--- src/rtl/spi_mem_pkg.sv ---
// Shared encodings for the SPI memory command engine: command codes and FSM states.
package spi_mem_pkg;

   typedef enum logic [1:0] {
      CMD_SET_WADDR = 2'b00,
      CMD_WRITE     = 2'b01,
      CMD_SET_RADDR = 2'b10,
      CMD_READ      = 2'b11
   } cmd_e;

   typedef enum logic [1:0] {
      IDLE,
      FETCH,
      SEND
   } state_e;

endpackage

--- src/rtl/spi_mem_ram.sv ---
// Single-port synchronous RAM with registered read; a write wins over a read in the same cycle.
module spi_mem_ram
   import spi_mem_pkg::*;
#(
   parameter int unsigned DATA_W    = 8,
   parameter int unsigned ADDR_W    = 8,
   parameter int unsigned MEM_DEPTH = 256
) (
   input  logic              clk,
   input  logic              we,
   input  logic              re,
   input  logic [ADDR_W-1:0] addr,
   input  logic [DATA_W-1:0] wdata,
   output logic [DATA_W-1:0] q
);

   logic [DATA_W-1:0] mem [MEM_DEPTH];

   always_ff @(posedge clk) begin
      if (we) begin
         mem[addr] <= wdata;
      end else if (re) begin
         q <= mem[addr];
      end
   end

endmodule

--- src/rtl/spi_burst_mem.sv ---
// SPI-side memory command engine: decodes {cmd,payload} words, keeps write/read pointers
// and streams burst reads out through a ready/valid output register.
module spi_burst_mem
   import spi_mem_pkg::*;
#(
   parameter int unsigned DATA_W    = 8,
   parameter int unsigned ADDR_W    = 8,
   parameter int unsigned MEM_DEPTH = 256
) (
   input  logic              clk,
   input  logic              rst_n,
   input  logic              rx_valid,
   output logic              rx_ready,
   input  logic [DATA_W+1:0] din,
   output logic [DATA_W-1:0] dout,
   output logic              tx_valid,
   input  logic              tx_ready,
   output logic              busy,
   output logic              err
);

   localparam logic [ADDR_W-1:0] LAST_ADDR = ADDR_W'(MEM_DEPTH - 1);
   localparam logic [DATA_W:0]   DEPTH_X   = (DATA_W + 1)'(MEM_DEPTH);

   state_e            state, state_nx;
   cmd_e              cmd;
   logic [DATA_W-1:0] payload;
   logic [ADDR_W-1:0] wr_ptr, rd_ptr;
   logic [DATA_W-1:0] cnt;
   logic              accept, in_range, handshake;
   logic              ram_we, ram_re;
   logic [ADDR_W-1:0] ram_addr;
   logic [DATA_W-1:0] ram_q;

   function automatic logic [ADDR_W-1:0] bump(input logic [ADDR_W-1:0] p);
      return (p == LAST_ADDR) ? '0 : p + ADDR_W'(1);
   endfunction

   assign cmd       = cmd_e'(din[DATA_W+1:DATA_W]);
   assign payload   = din[DATA_W-1:0];
   // accept is decoded from state directly so it does not loop through the output process
   assign accept    = rx_valid && (state == IDLE);
   assign in_range  = {1'b0, payload} < DEPTH_X;
   assign handshake = tx_valid && tx_ready;

   always_ff @(posedge clk) begin
      if (!rst_n) state <= IDLE;
      else        state <= state_nx;
   end

   always_comb begin
      state_nx = state;
      case (state)
         IDLE:    if (accept && cmd == CMD_READ) state_nx = FETCH;
         FETCH:   state_nx = SEND;
         SEND:    if (handshake) state_nx = (cnt == '0) ? IDLE : FETCH;
         default: state_nx = IDLE;
      endcase
   end

   always_comb begin
      rx_ready = (state == IDLE);
      busy     = (state != IDLE);
      ram_we   = accept && (cmd == CMD_WRITE);
      ram_re   = (state == FETCH);
      ram_addr = (state == FETCH) ? rd_ptr : wr_ptr;
   end

   // SEND spends its first cycle loading dout from the RAM, then holds it until the handshake
   always_ff @(posedge clk) begin
      if (!rst_n) begin
         wr_ptr   <= '0;
         rd_ptr   <= '0;
         cnt      <= '0;
         dout     <= '0;
         tx_valid <= 1'b0;
         err      <= 1'b0;
      end else begin
         err <= 1'b0;
         if (accept) begin
            case (cmd)
               CMD_SET_WADDR: begin
                  if (in_range) wr_ptr <= payload[ADDR_W-1:0];
                  else          err    <= 1'b1;
               end
               CMD_WRITE:     wr_ptr <= bump(wr_ptr);
               CMD_SET_RADDR: begin
                  if (in_range) rd_ptr <= payload[ADDR_W-1:0];
                  else          err    <= 1'b1;
               end
               CMD_READ:      cnt <= payload;
               default:       ;
            endcase
         end
         if (state == SEND) begin
            if (!tx_valid) begin
               dout     <= ram_q;
               tx_valid <= 1'b1;
            end else if (tx_ready) begin
               tx_valid <= 1'b0;
               rd_ptr   <= bump(rd_ptr);
               cnt      <= cnt - DATA_W'(1);
            end
         end
      end
   end

   spi_mem_ram #(
      .DATA_W   (DATA_W),
      .ADDR_W   (ADDR_W),
      .MEM_DEPTH(MEM_DEPTH)
   ) u_ram (
      .clk  (clk),
      .we   (ram_we),
      .re   (ram_re),
      .addr (ram_addr),
      .wdata(payload),
      .q    (ram_q)
   );

endmodule
--- config.mk ---
export PLATFORM = sky130hd
export DESIGN_NAME = spi_burst_mem
export DESIGN_NICKNAME = d
export VERILOG_FILES = /design/src/rtl/spi_mem_pkg.sv /design/src/rtl/spi_mem_ram.sv /design/src/rtl/spi_burst_mem.sv
export SDC_FILE = /design/constraint.sdc
export NUM_CORES = 2
export LEC_CHECK = 0
export CELL_PAD_IN_SITES_DETAIL_PLACEMENT = 1
export CELL_PAD_IN_SITES_GLOBAL_PLACEMENT = 2
export CORE_MARGIN = 2
export CORE_UTILIZATION = 46
export CTS_BUF_LIST = sky130_fd_sc_hd__clkbuf_2 sky130_fd_sc_hd__clkbuf_4 sky130_fd_sc_hd__clkbuf_8
export DETAILED_ROUTE_END_ITERATION = 10
export GPL_ROUTABILITY_DRIVEN = 0
export HOLD_SLACK_MARGIN = 0.02
export PLACE_DENSITY = 0.86
export SYNTH_ARGS = -nofsm -noshare
export SYNTH_HDL_FRONTEND = slang
export SYNTH_SLANG_ARGS = --single-unit
--- constraint.sdc ---
create_clock -name clk -period 2.7 [get_ports clk]
set_input_delay 0.27 -clock clk [delete_from_list [all_inputs] [get_ports clk]]
set_output_delay 0.27 -clock clk [all_outputs]
set_load 0.03 [all_outputs]
==> summary.txt <==
Status
  • Status: finished, violations left
  • Failing checks: setup timing

Power
  • Power Internal: 51.76 mW
  • PwrDens: 711.1 nW/µm²
  • Leak: 31.03 nW
  • Sequential group share of total power: 0.518
  • Worst VDD drop: 0.0006045 V
  • Switch share: 0.2492
  • Comb pwr share: 0.085
  • Total net switching power: 17.19 mW
  • Clock share of power: 0.397
  • Power, Total: 68.95 mW

Critical path
  • Setup crit end kind: flop
  • Worst path slowest cell: a221oi_1
  • Setup crit start kind: flop
  • CP Class: flop to flop
  • CP Max Fanout: 25
  • Crit path top cell by count: buf_12
  • Buffers & Inverters on Critical Path: 4
  • Crit path max-delay family: compound AO/OA/AOI/OAI gates
  • WP data required: 3580 ps
  • CP Launch Point: state[0]$_SDFFE_PN0P_
  • CP cell instances: or4b_2, o31ai_4, buf_12, buf_16, buf_12, a22o_1, a221oi_1, o22ai_1, nor4_2, buf_4, a21oi_1, a2111o_1
  • Slowest Stage Delay on Critical Path: 430 ps
  • Reg-to-reg startpoint: state[0]$_SDFFE_PN0P_
  • Worst Path Arrival: 4450 ps

Flow run
  • Max cap viols: 0

Die
  • # IOs: 26
  • Starting Density: 0.4643
  • Std cell rows: 150
  • Core footprint: 167600 µm²
  • Die area: 172500 µm²
  • Die W: 415.3 µm
  • Die Ht: 415.3 µm

Yosys
  • Synth Area in Compound Gates: 0.1462
  • Largest family of logic cells by synthesized area: compound AO/OA/AOI/OAI gates
  • Yosys warning total: 0
  • Synth cell types: 56
  • Post-synthesis simple-gate area fraction: 0.02897
  • Post-synthesis mux area share: 0.001335
  • Seq/Total Area, Yosys: 0.8024
  • Most used DFF post-synth: edfxtp_1
  • Number of synthesized flops with an enable pin: 2056
  • Synth async-reset ratio: 0
  • Cell Area, Synth: 77820 µm²
  • Mapped Avg Cell Area: 17.92 µm²
  • Syn Nets: 4360
  • Seq cells post-synth: 2091
  • Post-Synth Adder-Cell Area: 0.0004824
  • Post-Synthesis Cells: 4343
  • Xor-xnor portion of the synthesized cell area: 0

Timing
  • Period minus WS final: 3571 ps
  • Clock skew: 123.6 ps
  • Final setup fails: 1655
  • RSZ-0062 raised after global routing: yes
  • Rel. slew slack: 0.3257
  • Maximum operating frequency: 280.1 MHz
  • Max Slew Vio Count: 0
  • PnR worst setup slack: -870.7 ps
  • Setup TNS: -415810 ps
  • Final Hold Fails: 0
  • Final period util: 1.322
  • Slew @ Worst Pin: 1011 ps

Clock tree
  • TritonCTS clock tree: built
  • Worst-path clk slew: 70 ps
  • H-tree levels: 5
  • Clock Latency Late Sink: 1120 ps
  • CTS root buffer: clkbuf_8
  • # clock sinks: 2091
  • CTS Buf Count: 346
  • Max Root-Sink Buffers: 4

Detailed routing
  • Routed len/inst: 37.93 µm
  • Final ANT Viol Nets: 0
  • Total wire length after detailed routing: 286.5 mm
  • Initial DRC Count: 8178
  • Via density: 6.937
  • Drt first pass iters: 8
  • Total number of vias: 52400
  • Residual DRC count: 0

Global routing
  • Total GRT Usage: 0.3154
  • Largest net degree at the start of global routing: 93
  • Vias in the first global route: 53750
  • Initial antenna violation count: 7
  • First-pass GRT wire length: 394.9 mm
  • Congestion Overflow GR: 0

Finish
  • Register Area: 62450 µm²
  • Most common cell after layout, fill and taps aside: edfxtp_1
  • Post-layout nets: 5132
  • Combined area of the multi-input logic cells: 17520 µm²
  • Core Util, Final: 0.5785
  • Fillers: 14800
  • Layout Area Growth over Synthesis: 24.59%
  • Final Instance Count excl. Fillers: 7553
  • Share of cells above drive strength 1: 0.3353
  • Most frequent cells in the layout: edfxtp_1 (2056), buf_4 (542), a22o_1 (509)

Worst hold path
  • Hold Crit Class: input pin to flop
  • Min-delay src: din[8]

Place
  • Placed Cells: 6934
  • Post-DP HPWL: 158.5 mm
  • I/O Buffers: 24
  • Placement Setup Slack: -1126 ps
[worst paths after layout]
check | cells after the start | to | slack (ps)
min | 5 | wr_ptr[6]$_SDFFE_PN0P_ | 80
max reg2reg | 12 | u_ram.q[6]$_DFFE_PP_ | -870
min reg2reg | 2 | cnt[7]$_SDFF_PN0_ | 480
max | 12 | u_ram.q[6]$_DFFE_PP_ | -870
[state kept, by name, indices dropped and copies added, names as in the netlist]
| signal | flops |
|---|---|
| cnt | 8 |
| dout | 8 |
| rd_ptr | 8 |
| state | 2 |
| tx_valid | 1 |
| u_ram.mem | 2048 |
| u_ram.q | 8 |
| wr_ptr | 8 |
[cells by family (layout without fill, tap and decap cells)]
logic type,Yosys count,after routing
adder cells (fa/ha/maj),3,3
buffers and inverters,346,1345
multiplexers,10,10
AO/OA/AOI/OAI,1386,1386
AND/OR/NAND/NOR,506,506
flip-flops,2091,2091
other,1,8
[cell usage after synthesis, types with 2 or more instances]
cell	count	share of area
buf_4	5	0.00048
o21a_1	3	0.00029
a22oi_1	4	0.00039
o211ai_1	2	0.00019
a21oi_1	24	0.0015
a21boi_1	6	0.00058
nand3_1	27	0.0017
o22ai_1	257	0.021
a221oi_1	511	0.058
or3_1	5	0.00040
mux2i_1	9	0.0012
inv_1	15	0.00072
nand2b_1	5	0.00040
clkbuf_1	179	0.0086
a22o_1	513	0.058
nor2_1	282	0.014
nand2_1	78	0.0038
nand3b_1	3	0.00029
nor3b_1	10	0.00096
nand4_1	2	0.00016
a21boi_0	2	0.00019
edfxtp_1	2056	0.79
a31o_2	5	0.00056
a221o_1	4	0.00051
o32ai_1	3	0.00034
nor2b_1	16	0.0013
a2111o_1	8	0.0012
and3_1	6	0.00048
ha_1	3	0.00048
nor3_1	4	0.00026
a221oi_2	5	0.00096
buf_1	25	0.0012
o21ai_0	18	0.0012
buf_2	101	0.0065
o31ai_1	7	0.00068
nor4_1	65	0.0052
buf_6	20	0.0029
dfxtp_1	35	0.0090
o221ai_1	3	0.00034
[cell type report]
class                   instances  share of cell area
clock inverters               121            0.006440
well taps                    2204             0.02844
multi-input cells            1906              0.1807
flip-flops and latches       2091              0.6441
clock buffers                 454             0.05812
diodes                          7           0.0001807
inverters                      16           0.0006711
repair buffers                754             0.08134
[metal layers]
metal / routed length, µm / track usage
met2: 136100 / 0.5115
met3: 31090 / 0.06706
met5: 41 / 0
met4: 20730 / 0.1889
met1: 98550 / 0.3905
[worst register-to-register path, cell delays in order (launching register included)]
cell,delay [ps]
dfxtp_2,350
or4b_2,240
o31ai_4,160
buf_12,250
buf_16,210
buf_12,220
a22o_1,260
a221oi_1,430
o22ai_1,200
nor4_2,340
buf_4,220
a21oi_1,120
a2111o_1,380
[repair_timing]
action / 4_1_cts / 5_1_grt
setup buffers: 6 / 11
gates resized for setup: 280 / 194
pin swaps: 62 / 35
hold endpoints to repair: 1469 / 0
hold buffers: 9 / 0
cloned: 7 / 5
setup endpoints to repair: 1568 / 1770
[metrics by stage]
stage               hold WS (ps)  instance area (µm²)
global route               88.59                96950
global placement           448.1                87260
CTS                        32.55                95510
finish                     79.79                96960
floorplan                  368.9                78930
detailed placement         465.4                87260
[power by group through the flow]
stage	logic [mW]	clock network (mW)	registers (mW)
floorplan	2.12	0	36.4
global placement	4.57	0	36.4
detailed placement	4.78	0	36.4
CTS	5.26	26.8	35.7
global route	5.99	28.5	35.7
finish	5.88	27.4	35.7
Note: power is estimated with default switching activity, not from simulation.
